[src/rtl/fetch_queue_pkg.sv]
// fetch_queue_pkg: shared definitions for the instruction prefetch queue.
//   FQ_DEPTH / FQ_PTR_W : default queue geometry (DEPTH must be a power of two)
//   FQ_NOP_INSTR        : word shown to decode while the queue is empty
//   fq_entry_t          : one queue entry, laid out {pc[95:64], pc_plus4[63:32], instr[31:0]}
package fetch_queue_pkg;

    localparam int unsigned FQ_DEPTH     = 4;
    localparam int unsigned FQ_PTR_W     = 2;
    localparam int unsigned FQ_XLEN      = 32;
    localparam int unsigned FQ_ENTRY_W   = 3 * FQ_XLEN;
    localparam int unsigned FQ_INSTR_LSB = 0;
    localparam int unsigned FQ_PC4_LSB   = 32;
    localparam int unsigned FQ_PC_LSB    = 64;

    localparam logic [FQ_XLEN-1:0] FQ_NOP_INSTR = '0;

    // Packed struct: first member occupies the MSBs, matching the entry layout above.
    typedef struct packed {
        logic [FQ_XLEN-1:0] pc;
        logic [FQ_XLEN-1:0] pc_plus4;
        logic [FQ_XLEN-1:0] instr;
    } fq_entry_t;

endpackage

[src/rtl/fetch_queue_if.sv]
// fetch_queue_if: fetch/decode side of the prefetch queue.
//   master : fetch + decode (drives push_*, flush, pop; sees stall_f and the head entry)
//   slave  : fetch_queue itself
//   push_valid/push_pc/push_pc_plus4/push_instr : word offered by fetch
//   stall_f : queue full
//   flush   : redirect, discard everything
//   pop     : decode consumes head
//   valid_d/pc_d/pc_plus4_d/instr_d : head entry
//   count   : occupied entries (0..DEPTH)
interface fetch_queue_if
    import fetch_queue_pkg::*;
#(
    parameter int unsigned PTR_W = FQ_PTR_W
);

    logic               push_valid;
    logic [FQ_XLEN-1:0] push_pc;
    logic [FQ_XLEN-1:0] push_pc_plus4;
    logic [FQ_XLEN-1:0] push_instr;
    logic               stall_f;
    logic               flush;
    logic               pop;
    logic               valid_d;
    logic [FQ_XLEN-1:0] pc_d;
    logic [FQ_XLEN-1:0] pc_plus4_d;
    logic [FQ_XLEN-1:0] instr_d;
    logic [PTR_W:0]     count;

    modport master (
        output push_valid, push_pc, push_pc_plus4, push_instr, flush, pop,
        input  stall_f, valid_d, pc_d, pc_plus4_d, instr_d, count
    );

    modport slave (
        input  push_valid, push_pc, push_pc_plus4, push_instr, flush, pop,
        output stall_f, valid_d, pc_d, pc_plus4_d, instr_d, count
    );

endinterface

[src/rtl/fetch_queue_storage.sv]
// fq_storage: DEPTH x 96-bit register file for the prefetch queue.
//   clk   : write clock
//   we    : write enable (accepted push only)
//   waddr : write pointer
//   wdata : entry to store
//   raddr : read pointer (asynchronous read)
//   rdata : entry at raddr
// Contents are intentionally not reset; the top masks outputs while empty.
module fq_storage
    import fetch_queue_pkg::*;
#(
    parameter int unsigned DEPTH = FQ_DEPTH,
    parameter int unsigned PTR_W = FQ_PTR_W
) (
    input  logic             clk,
    input  logic             we,
    input  logic [PTR_W-1:0] waddr,
    input  fq_entry_t        wdata,
    input  logic [PTR_W-1:0] raddr,
    output fq_entry_t        rdata
);

    fq_entry_t mem [DEPTH];

    always_ff @(posedge clk) begin
        if (we) begin
            mem[waddr] <= wdata;
        end
    end

    assign rdata = mem[raddr];

endmodule

[src/rtl/fetch_queue.sv]
// fetch_queue: instruction prefetch queue between fetch and decode with
// first-word fall-through to decode and a registered full flag to fetch.
//   clk   : rising-edge clock
//   reset : asynchronous reset, active-low
//   bus   : fetch_queue_if slave (push side, pop/flush, head entry, count)
module fetch_queue
    import fetch_queue_pkg::*;
#(
    parameter int unsigned        DEPTH     = FQ_DEPTH,
    parameter int unsigned        PTR_W     = FQ_PTR_W,
    parameter logic [FQ_XLEN-1:0] NOP_INSTR = FQ_NOP_INSTR
) (
    input  logic          clk,
    input  logic          reset,
    fetch_queue_if.slave  bus
);

    localparam logic [PTR_W:0] FULL_CNT = (PTR_W + 1)'(DEPTH);

    logic [PTR_W-1:0] rd_ptr;
    logic [PTR_W-1:0] wr_ptr;
    logic [PTR_W:0]   count_q;
    logic [PTR_W:0]   count_next;
    logic             full;
    logic             not_empty;
    logic             do_push;
    logic             do_pop;
    fq_entry_t        wr_entry;
    fq_entry_t        rd_entry;

    // Full/empty come only from registered count, so stall_f has no path from pop.
    assign full      = (count_q == FULL_CNT);
    assign not_empty = (count_q != '0);

    assign do_push = bus.push_valid & ~full & ~bus.flush;
    assign do_pop  = bus.pop & not_empty & ~bus.flush;

    always_comb begin
        count_next = count_q;
        unique case ({do_push, do_pop})
            2'b10:   count_next = count_q + 1'b1;
            2'b01:   count_next = count_q - 1'b1;
            default: count_next = count_q;
        endcase
    end

    always_ff @(posedge clk or negedge reset) begin
        if (!reset) begin
            rd_ptr  <= '0;
            wr_ptr  <= '0;
            count_q <= '0;
        end else if (bus.flush) begin
            rd_ptr  <= '0;
            wr_ptr  <= '0;
            count_q <= '0;
        end else begin
            if (do_push) begin
                wr_ptr <= wr_ptr + 1'b1;
            end
            if (do_pop) begin
                rd_ptr <= rd_ptr + 1'b1;
            end
            count_q <= count_next;
        end
    end

    assign wr_entry = '{pc: bus.push_pc, pc_plus4: bus.push_pc_plus4, instr: bus.push_instr};

    fq_storage #(
        .DEPTH (DEPTH),
        .PTR_W (PTR_W)
    ) u_storage (
        .clk   (clk),
        .we    (do_push),
        .waddr (wr_ptr),
        .wdata (wr_entry),
        .raddr (rd_ptr),
        .rdata (rd_entry)
    );

    // Storage is unreset, so the head is masked whenever the queue is empty.
    assign bus.valid_d    = not_empty;
    assign bus.stall_f    = full;
    assign bus.count      = count_q;
    assign bus.pc_d       = not_empty ? rd_entry.pc       : '0;
    assign bus.pc_plus4_d = not_empty ? rd_entry.pc_plus4 : '0;
    assign bus.instr_d    = not_empty ? rd_entry.instr    : NOP_INSTR;

endmodule
[src/flat_wrapper.sv]
// flat-port wrapper written by rule: the top's interface ports become plain ports
module fetch_queue_flat import fetch_queue_pkg::*;
#(
    parameter int unsigned        DEPTH     = FQ_DEPTH,
    parameter int unsigned        PTR_W     = FQ_PTR_W,
    parameter logic [FQ_XLEN-1:0] NOP_INSTR = FQ_NOP_INSTR
)
  (clk, reset, bus_push_valid, bus_push_pc, bus_push_pc_plus4, bus_push_instr, bus_flush, bus_pop, bus_stall_f, bus_valid_d, bus_pc_d, bus_pc_plus4_d, bus_instr_d, bus_count);
  fetch_queue_if #(.PTR_W(PTR_W)) bus_i ();
  input  logic clk;
  input  logic reset;
  input wire logic [$bits(bus_i.push_valid)-1:0] bus_push_valid;
  input wire logic [$bits(bus_i.push_pc)-1:0] bus_push_pc;
  input wire logic [$bits(bus_i.push_pc_plus4)-1:0] bus_push_pc_plus4;
  input wire logic [$bits(bus_i.push_instr)-1:0] bus_push_instr;
  input wire logic [$bits(bus_i.flush)-1:0] bus_flush;
  input wire logic [$bits(bus_i.pop)-1:0] bus_pop;
  output wire logic [$bits(bus_i.stall_f)-1:0] bus_stall_f;
  output wire logic [$bits(bus_i.valid_d)-1:0] bus_valid_d;
  output wire logic [$bits(bus_i.pc_d)-1:0] bus_pc_d;
  output wire logic [$bits(bus_i.pc_plus4_d)-1:0] bus_pc_plus4_d;
  output wire logic [$bits(bus_i.instr_d)-1:0] bus_instr_d;
  output wire logic [$bits(bus_i.count)-1:0] bus_count;
  assign bus_i.push_valid = bus_push_valid;
  assign bus_i.push_pc = bus_push_pc;
  assign bus_i.push_pc_plus4 = bus_push_pc_plus4;
  assign bus_i.push_instr = bus_push_instr;
  assign bus_i.flush = bus_flush;
  assign bus_i.pop = bus_pop;
  assign bus_stall_f = bus_i.stall_f;
  assign bus_valid_d = bus_i.valid_d;
  assign bus_pc_d = bus_i.pc_d;
  assign bus_pc_plus4_d = bus_i.pc_plus4_d;
  assign bus_instr_d = bus_i.instr_d;
  assign bus_count = bus_i.count;
  fetch_queue #(.DEPTH(DEPTH), .PTR_W(PTR_W), .NOP_INSTR(NOP_INSTR)) u_core (.clk(clk), .reset(reset), .bus(bus_i));
endmodule
[config.mk]
export PLATFORM = sky130hd
export DESIGN_NAME = fetch_queue_flat
export DESIGN_NICKNAME = d
export VERILOG_FILES = /design/src/rtl/fetch_queue_pkg.sv /design/src/rtl/fetch_queue_if.sv /design/src/rtl/fetch_queue_storage.sv /design/src/rtl/fetch_queue.sv /design/src/flat_wrapper.sv
export SDC_FILE = /design/constraint.sdc
export NUM_CORES = 1
export LEC_CHECK = 0
export BUFFER_PORTS_ARGS = -buffer_cell sky130_fd_sc_hd__buf_2
export CELL_PAD_IN_SITES_DETAIL_PLACEMENT = 0
export CELL_PAD_IN_SITES_GLOBAL_PLACEMENT = 1
export CORE_MARGIN = 5
export CORE_UTILIZATION = 40
export DETAILED_ROUTE_END_ITERATION = 6
export GPL_TIMING_DRIVEN = 1
export PLACE_DENSITY_LB_ADDON = 0.1
export SLEW_MARGIN = 15
export SYNTH_ARGS = -nofsm -noshare
export SYNTH_HDL_FRONTEND = slang
export SYNTH_HIERARCHICAL = 1
export SYNTH_SLANG_ARGS = --single-unit
[constraint.sdc]
create_clock -name clk -period 9.9 [get_ports clk]
set_clock_uncertainty 0.2 [all_clocks]
set_input_delay 1.98 -clock clk [delete_from_list [all_inputs] [get_ports clk]]
set_output_delay 1.98 -clock clk [all_outputs]
set_load 0.005 [all_outputs]
==> flow_summary_export.csv, run 1 <==
group,metric,value,unit
yosys,yosysSeqAreaShare,0.776,
clock_tree,root_buffer,"clkbuf_16",
sta,finalSetupViolations,0,
yosys,synth.avg_cell_area,22.5,sq um
layout,nets,988,
layout,num-fill-cells,3120,
sta,fmax,194,MHz
sta,hold_viol,0,
floorplan,die_h,204,um
layout,multiInputGateArea,3140,sq um
clock_tree,htreeDepth,2,
layout,syn_to_final_growth,18.2,%
clock_tree,clk_pin_slew,0.06,ns
routing,vias,7124,
routing,via_per_inst,4.99,
clock_tree,cts_made_buffers,41,
placement,dp_hpwl,18700,um
routing,ant_nets,0,
global_route,grt_pass1_vias,7881,
hold_path,min_from,"u_core/wr_ptr[1]",
yosys,synthCells,671,
setup_path,critical_path_class,"reg -> out",
yosys,synth-edff-count,384,
placement,port_buffers,201,
yosys,synth_ff_type,"edfxtp_1",
floorplan,ios,202,
layout,seqCellArea,11700,sq um
pwr,ir_drop,0.142,mV
clock_tree,insertion_delay,0.52,ns
setup_path,endpoint_kind,"output port",
sta,period_minus_slack,5.16,ns
routing,wirelength,31600,um
yosys,netlist_area,15100,sq um
routing,drc,0,
yosys,synth.distinct_cells,36,
sta,whs,0.525,ns
floorplan,core-area,37400,sq um
setup_path,reg2reg_depth,5,
global_route,grt_max_degree,67,
floorplan,die_w,204,um
floorplan,rows,71,
setup_path,cp.arrival,2.98,ns
sta,rsz0062_at_grt,"false",
global_route,grt_usage,0.151,
placement,place_ws,4.90,ns
clock_tree,cts_hold_buf,0,
floorplan,floorplan.initialDensity,0.403,
placement,routabilityCongestion,0.701,
status,status,"finished, final reports clean",
layout,drive_gt1_frac,0.416,
clock_tree,clk_path_buf_depth,3,
yosys,synth.net_count,773,
setup_path,critPathRequiredTime,7.72,ns
routing,wire_per_inst,22.1,um
clock_tree,cts_tree,"done",
sta,setup_ws,4.74,ns
pwr,p_leak,6.03,nW
setup_path,worst_r2r_endpoint,"u_core/u_storage/mem[1][15]",
routing,drtPass1Iterations,5,
sta,tightest_slew,0.935,ns
sta,drv_slew,0,
pwr,power,3.81,mW
setup_path,r2r_start,"u_core/bus.count[0]",
sta,min_period_over_period,0.521,
sta,relSlewSlack,0.377,
pwr,pwr_density_cell,214,nW/um^2
global_route,grt_pass1_wl,47600,um
clock_tree,cts_sinks,391,
global_route,antenna_found_initial,7,
yosys,ys_ff_latch,391,
job,cap_violations,0,
routing,drt_iter0_drc,368,
hold_path,min_delay_worst_endpoint,"u_core/wr_ptr[1]",
yosys,async_flop_share,0.0179,
hold_path,hold_depth,2,
setup_path,crit_fanout,55,
setup_path,r2r_slack,6.38,ns
sta,setup_tns,0,ns
setup_path,worstSetupStartpointType,"flop",
yosys,ys_warn_count,6,
clock_tree,cts_resized,0,
global_route,grt_overflow_total,0,
floorplan,dieArea,41700,sq um
clock_tree,post_cts_buffers,0,
hold_path,hp-class,"reg -> reg",
-- worst max-delay path by stage --
| stage | startpoint | to | slack (ns) | cells after the start |
|---|---|---|---|---|
| after floorplan | bus_push_valid | u_core/u_storage/mem[0][0] | 2.81 | 4 |
| after global placement | bus_push_valid | u_core/u_storage/mem[2][25] | 4.99 | 5 |
| after detailed placement | bus_push_valid | u_core/u_storage/mem[1][16] | 4.90 | 5 |
| after CTS | u_core/rd_ptr[1] | bus_pc_plus4_d[24] | 4.65 | 4 |
| after global routing | u_core/rd_ptr[0] | bus_pc_plus4_d[21] | 4.52 | 4 |
| final | u_core/rd_ptr[1] | bus_pc_plus4_d[27] | 4.74 | 4 |
-- final cells by class --
type                       count  share of cell area
sequential                   391               0.657
multi-input combinational    241               0.176
timing repair buffer         210              0.0602
clock buffer                  45              0.0596
tap                          511              0.0359
clock inverter                27              0.0104
antenna                        3            0.000421
inverter                       1            0.000211
-- logic make-up (layout without fill, tap and decap cells) --
logic type	after synthesis	count (layout)	share of synthesized area
other cells	0	3	0
simple gates	127	127	0.0524
flops	391	391	0.776
xor+xnor	7	7	0.00407
buf+inv	39	283	0.0175
fa+ha+maj	1	1	0.00133
compound gates	9	9	0.00423
mux	97	97	0.144
-- critical path, stage by stage, from the launching register on --
cell	delay (ns)
dfrtp_4	0.87
buf_4	0.80
mux4_2	0.40
and2_1	0.20
buf_2	0.15
-- registers in the layout, summed over array words and instances, names as in the netlist --
name / cells
u_core/bus.count: 3
u_core/rd_ptr: 2
u_core/u_storage/mem: 384
u_core/wr_ptr: 2
-- power breakdown --
part	internal (mW)	leakage, nW	switching, mW	total (mW)
registers	1.88	3.57	0.0305	1.91
logic	0.241	1.85	0.240	0.481
clock network	0.822	0.614	0.594	1.42
-- layer usage --
metal | vias to the layer above | track usage | share of wire
met5 | - | 0 | 0.0019
met1 | 3696 | 0.187 | 0.40
met2 | 189 | 0.265 | 0.52
met4 | 10 | 0.0414 | 0.023
li1 | 3166 | - | -
met3 | 63 | 0.0378 | 0.061
-- cell usage after synthesis (2+ instances only) --
master	number	area share
a2111oi_0	2	0.0012
a31oi_1	2	0.00083
and2_1	87	0.036
and2_4	10	0.0058
and3b_1	2	0.0012
buf_2	12	0.0040
buf_6	5	0.0037
buf_8	4	0.0040
clkbuf_1	14	0.0035
dfrtp_1	7	0.012
edfxtp_1	384	0.76
mux4_2	96	0.14
nand2_1	4	0.0010
nand2b_1	2	0.00083
nor2_1	11	0.0027
nor3_1	3	0.0010
nor3b_1	2	0.0010
xnor2_1	3	0.0017
xor2_1	4	0.0023
-- layout by cell type (no fill, tap or decap), drive strengths merged, types with 3 or more instances in the layout --
cell type and count:
edfxtp 384, buf 210, and2 97, mux4 96, clkbuf 45, clkinv 24, nor2 11, dfrtp 7
nand2 5, xor2 4, diode 3, xnor2 3, nor3 3
-- metrics by stage --
stage          area [sq um]  utilization  std cells
2_1_floorplan         15100            -        671
3_3_place_gp          16600        0.443       1354
3_5_place_dp          16600        0.443       1354
4_1_cts               17800        0.476       1426
5_1_grt               17800        0.476       1428
6_report              17800        0.477       1429
(Power assumes the default switching activity.)
==> run 2: changes to the inputs <==
Clock period 9.9 ns to 5 ns, I/O delays scaled along.
==> flow_summary_export.csv, run 2 (synthesis results as in run 1) <==
group,metric,value,unit
sta,fmax,254,MHz
layout,regMostFlops,"u_core/u_storage/mem",
setup_path,endpoint_kind,"output port",
clock_tree,insertion_delay,0.53,ns
global_route,antenna_found_initial,4,
sta,rsz0062_at_grt,"false",
status,status,"finished, final reports clean",
clock_tree,clk_pin_slew,0.06,ns
placement,numPlacedInstances,1359,
global_route,grt_pass1_vias,7942,
clock_tree,cts_tree,"done",
sta,min_period_over_period,0.788,
routing,wire_per_inst,22.0,um
setup_path,crit_fanout,54,
hold_path,hp-class,"in -> async",
clock_tree,htreeDepth,2,
layout,largest_register_ffs,384,
clock_tree,cts_resized,0,
floorplan,die_w,204,um
layout,antenna_cells,0,
floorplan,dieArea,41700,sq um
floorplan,ios,202,
floorplan,core-area,37400,sq um
floorplan,floorplan.initialDensity,0.403,
global_route,grt_pass1_wl,48500,um
sta,tightest_slew,0.908,ns
floorplan,die_h,204,um
sta,period_minus_slack,3.94,ns
placement,routabilityCongestion,0.703,
clock_tree,cts_made_buffers,42,
setup_path,critPathRequiredTime,3.80,ns
clock_tree,cts_sinks,391,
clock_tree,root_buffer,"clkbuf_16",
sta,hold_viol,0,
setup_path,r2r_start,"u_core/bus.count[2]",
routing,ant_nets,0,
routing,drtPass1Iterations,4,
setup_path,reg2reg_depth,8,
routing,drc,0,
pwr,ir_drop,0.283,mV
sta,finalSetupViolations,0,
clock_tree,clk_path_buf_depth,3,
routing,wirelength,31600,um
setup_path,critical_path_class,"reg -> out",
placement,dp_hpwl,18600,um
global_route,grt_usage,0.154,
sta,relSlewSlack,0.395,
setup_path,worst_r2r_endpoint,"u_core/bus.count[2]",
layout,final_cells,1436,
layout,drive_gt1_frac,0.419,
floorplan,rows,71,
routing,vias,7135,
global_route,grt_max_degree,59,
pwr,p_leak,6.13,nW
routing,via_per_inst,4.97,
layout,final_common_cell,"edfxtp_1",
pwr,power,7.77,mW
layout,layout_common_cells,"edfxtp_1 (384), buf_2 (201), mux4_2 (96), and2_1 (87), clkbuf_16 (45)",
clock_tree,cts_hold_buf,0,
clock_tree,post_cts_buffers,0,
setup_path,r2r_slack,1.97,ns
layout,nets,994,
sta,setup_tns,0,ns
pwr,pwr_density_cell,431,nW/um^2
sta,drv_slew,0,
job,cap_violations,0,
placement,port_buffers,201,
routing,drt_iter0_drc,319,
setup_path,worstSetupStartpointType,"flop",
layout,syn_to_final_growth,19.5,%
setup_path,cp.arrival,2.74,ns
global_route,grt_overflow_total,0,
-- run 2: cell count changes in the layout (fill, tap and decap cells not counted), sizes merged --
cell,delta
clkinvlp,-1
clkbuf,+9
diode,-3
bufinv,+2
clkinv,-5
buf,+5
-- run 2: worst max-delay path by stage --
stage                startpoint                     endpoint  slack (ns)
6_report       u_core/rd_ptr[0]           bus_pc_plus4_d[14]        1.06
3_5_place_dp     bus_push_valid  u_core/u_storage/mem[3][60]        1.50
2_1_floorplan    bus_push_valid   u_core/u_storage/mem[0][0]        0.22
5_1_grt        u_core/rd_ptr[0]            bus_pc_plus4_d[5]        0.82
3_3_place_gp   u_core/rd_ptr[0]           bus_pc_plus4_d[14]        1.54
4_1_cts        u_core/rd_ptr[0]           bus_pc_plus4_d[14]        0.93
-- run 2: routing by layer --
layer	GRT usage	share of wire
met4	0.0407	0.020
met5	0	0.0017
met1	0.186	0.39
met3	0.0424	0.057
met2	0.273	0.53
-- run 2: cell type report --
| type | instances | area [sq um] |
|---|---|---|
| Clock inverter | 23 | 201 |
| Fill cell | 3145 | 19400 |
| Multi-Input combinational cell | 241 | 3140 |
| Inverter | 1 | 3.75 |
| Tap cell | 511 | 639 |
| Clock buffer | 54 | 1160 |
| Timing Repair Buffer | 215 | 1160 |
| Sequential cell | 391 | 11700 |
-- run 2: report_power, final --
| part | switching [mW] | internal [mW] |
|---|---|---|
| registers | 0.0695 | 3.72 |
| logic | 0.464 | 0.487 |
| clock network | 1.19 | 1.84 |
| total | 1.72 | 6.05 |
-- run 2: critical path, stage by stage, from the launching register on --
cell	delay, ns
dfrtp_4	0.79
buf_12	0.45
mux4_2	0.58
and2_1	0.17
buf_2	0.14
-- run 2: through the flow --
stage	utilization	cell area, sq um	hold slack, ns	setup slack, ns
after detailed placement	0.445	16700	0.465	1.50
final	0.482	18000	0.0953	1.06
after global placement	0.445	16700	0.446	1.54
after global routing	0.482	18000	0.0785	0.816
after floorplan	-	15100	0.299	0.224
after CTS	0.482	18000	0.0722	0.929
==> run 3: changes to the inputs <==
Settings changed: ABC_AREA from default to 1.
Clock period 5 ns to 4 ns, I/O delays scaled along.
==> flow_summary_export.csv, run 3 <==
group,metric,value,unit
floorplan,die_h,218,um
clock_tree,htreeDepth,2,
hold_path,min_delay_worst_endpoint,"u_core/u_storage/mem[0][48]",
routing,ant_nets,0,
yosys,synthCells,1769,
status,status,"finished, final reports clean",
placement,routabilityCongestion,0.719,
routing,wire_per_inst,15.0,um
yosys,ys_ff_latch,391,
clock_tree,insertion_delay,0.55,ns
clock_tree,post_cts_buffers,0,
floorplan,rows,76,
layout,largest_register_ffs,384,
layout,regMostFlops,"u_core/u_storage/mem",
global_route,grt_overflow_total,0,
routing,met3WireLength,2110,um
yosys,synth-xor-area-share,0.00101,
routing,vias,11300,
floorplan,die_w,218,um
yosys,synth_most_common_cell,"nand2_1",
placement,numPlacedInstances,2506,
yosys,synthAdderAreaFrac,0.00116,
sta,min_period_over_period,0.833,
clock_tree,clk_pin_slew,0.06,ns
yosys,netlist_area,17300,sq um
yosys,synth.distinct_cells,23,
yosys,synth_compound_area_frac,0.00210,
sta,tightest_slew,0.923,ns
yosys,synthTopCellsByArea,"edfxtp_1 (67%), nand2_1 (11%), inv_1 (11%), nand3_1 (5.7%), nor2_1 (2.2%)",
hold_path,hold_depth,1,
pwr,ir_drop,0.476,mV
routing,drtPass1Iterations,4,
yosys,async_flop_share,0.0179,
sta,fmax,300,MHz
yosys,synth.net_count,1871,
layout,drive_gt1_frac,0.151,
sta,drv_slew,0,
sta,relSlewSlack,0.384,
global_route,grt_usage,0.166,
setup_path,worst_r2r_endpoint,"u_core/u_storage/mem[3][61]",
sta,period_minus_slack,3.33,ns
job,cap_violations,0,
yosys,synth.avg_cell_area,9.79,sq um
clock_tree,cts_tree,"done",
clock_tree,cts_made_buffers,43,
sta,finalSetupViolations,0,
yosys,synth_top_area_cell,"edfxtp_1",
pwr,power,11.8,mW
sta,rsz0062_at_grt,"false",
setup_path,reg2reg_depth,7,
setup_path,critical_path_class,"reg -> out",
setup_path,cp.arrival,2.33,ns
routing,via_per_inst,4.35,
layout,final_cells,2592,
setup_path,crit_fanout,195,
placement,dp_hpwl,21800,um
layout,syn_to_final_growth,18.2,%
layout,final_common_cell,"nand2_1",
setup_path,r2r_slack,1.49,ns
yosys,yosysSeqAreaShare,0.676,
layout,nets,2069,
layout,layout_common_cells,"nand2_1 (495), inv_1 (489), edfxtp_1 (384), buf_2 (201), nand3_1 (196)",
clock_tree,root_buffer,"clkbuf_16",
clock_tree,cts_sinks,391,
yosys,synth_top_family_by_area,"simple AND/OR/NAND/NOR gates",
routing,route.top_layer_used,"met5",
routing,drc,0,
pwr,pwr_density_cell,577,nW/um^2
placement,port_buffers,201,
setup_path,worstSetupStartpointType,"flop",
yosys,synth_ff_type,"edfxtp_1",
floorplan,dieArea,47500,sq um
yosys,ys_warn_count,6,
routing,drt_iter0_drc,487,
routing,wirelength,38900,um
global_route,grt_pass1_vias,11200,
global_route,grt_max_degree,196,
global_route,grt_pass1_wl,61900,um
floorplan,floorplan.initialDensity,0.403,
pwr,p_leak,9.83,nW
floorplan,ios,202,
global_route,antenna_found_initial,11,
clock_tree,clk_path_buf_depth,3,
yosys,yosysTopAreaCellShare,0.666,
sta,hold_viol,0,
hold_path,min_from,"bus_push_pc_plus4[16]",
setup_path,critPathRequiredTime,3.00,ns
yosys,synth-edff-count,384,
yosys,synth_simple_gate_area_share,0.190,
yosys,yosys-top-cells-count,"nand2_1 (495), inv_1 (489), edfxtp_1 (384)",
routing,wl_met2,19000,um
setup_path,endpoint_kind,"output port",
floorplan,core-area,43000,sq um
hold_path,hp-class,"in -> reg",
routing,met1_length,17100,um
setup_path,r2r_start,"u_core/bus.count[0]",
yosys,synthMuxAreaShare,0,
layout,num-fill-cells,4080,
## run 3: cell types whose count changed in the layout (fill, tap and decap cells not counted), sizes merged, moves of 3 or more
cell,change
xor2,-3
and2,-97
nand2,+494
diode,+7
nor2,+91
mux4,-96
buf,+10
inv,+495
nand3,+196
## run 3: worst max-delay path by stage
stage                                        endpoint  slack (ns)  cells after the start              from
after global placement                 bus_instr_d[1]        1.20                      7  u_core/rd_ptr[0]
after detailed placement  u_core/u_storage/mem[3][64]        1.17                      6    bus_push_valid
after global routing                     bus_pc_d[15]        0.45                      7  u_core/rd_ptr[0]
final                                  bus_instr_d[1]        0.67                      7  u_core/rd_ptr[0]
after CTS                             bus_instr_d[16]        0.60                      6  u_core/rd_ptr[1]
after floorplan            u_core/u_storage/mem[3][0]       -1.44                      4    bus_push_valid
## run 3: cell families after synthesis
kind of cell | count (synthesis)
AOI/OAI and AO/OA | 5
xor gates and xnor gates | 2
adders and majority gates | 1
buffers and inverters | 568
DFF | 391
and+or+nand+nor | 802
## run 3: area by class of cell
class / count / area, sq um / share of cell area
Clock buffer: 52 / 1110 / 0.0542
Multi-Input combinational cell: 810 / 3410 / 0.167
Sequential cell: 391 / 11700 / 0.572
Clock inverter: 26 / 255 / 0.0125
Antenna cell: 7 / 17.5 / 0.000856
Tap cell: 585 / 732 / 0.0358
Inverter: 495 / 1870 / 0.0912
Timing Repair Buffer: 226 / 1360 / 0.0664
## run 3: worst max-delay path, cell delays in order, from the launching register on
cell and delay, ns:
dfrtp_4 0.45, buf_12 0.65, nand2_1 0.12, nand3_1 0.11, nand2_1 0.06, inv_1 0.12
nor2_1 0.06, buf_2 0.13
## run 3: where the power goes
| part | total [mW] | switching, mW | internal (mW) |
|---|---|---|---|
| registers | 4.80 | 0.0807 | 4.72 |
| clock network | 3.81 | 1.51 | 2.30 |
| logic | 3.21 | 2.08 | 1.12 |
| total | 11.8 | 3.68 | 8.13 |
## run 3: through the flow
step / utilization / hold slack [ns] / worst slack, ns / instance area, sq um / TNS [ns]
2_1_floorplan: - / 0.299 / -1.44 / 17300 / -552.88
3_3_place_gp: 0.444 / 0.399 / 1.20 / 19100 / 0
3_5_place_dp: 0.444 / 0.403 / 1.17 / 19100 / 0
4_1_cts: 0.476 / 0.209 / 0.597 / 20400 / 0
5_1_grt: 0.476 / 0.217 / 0.448 / 20500 / 0
6_report: 0.476 / 0.257 / 0.667 / 20500 / 0
## run 3: per-layer routing
layer | vias to the layer above | GRT usage
met4 | 12 | 0.0463
li1 | 5798 | -
met5 | - | 0
met3 | 50 | 0.0401
met1 | 5212 | 0.217
met2 | 208 | 0.278
## run 3: repair_timing
action | 4_1_cts | 5_1_grt
hold buffers | 1 | 0
gates resized for setup | 0 | 0
hold endpoints to repair | 7 | 0
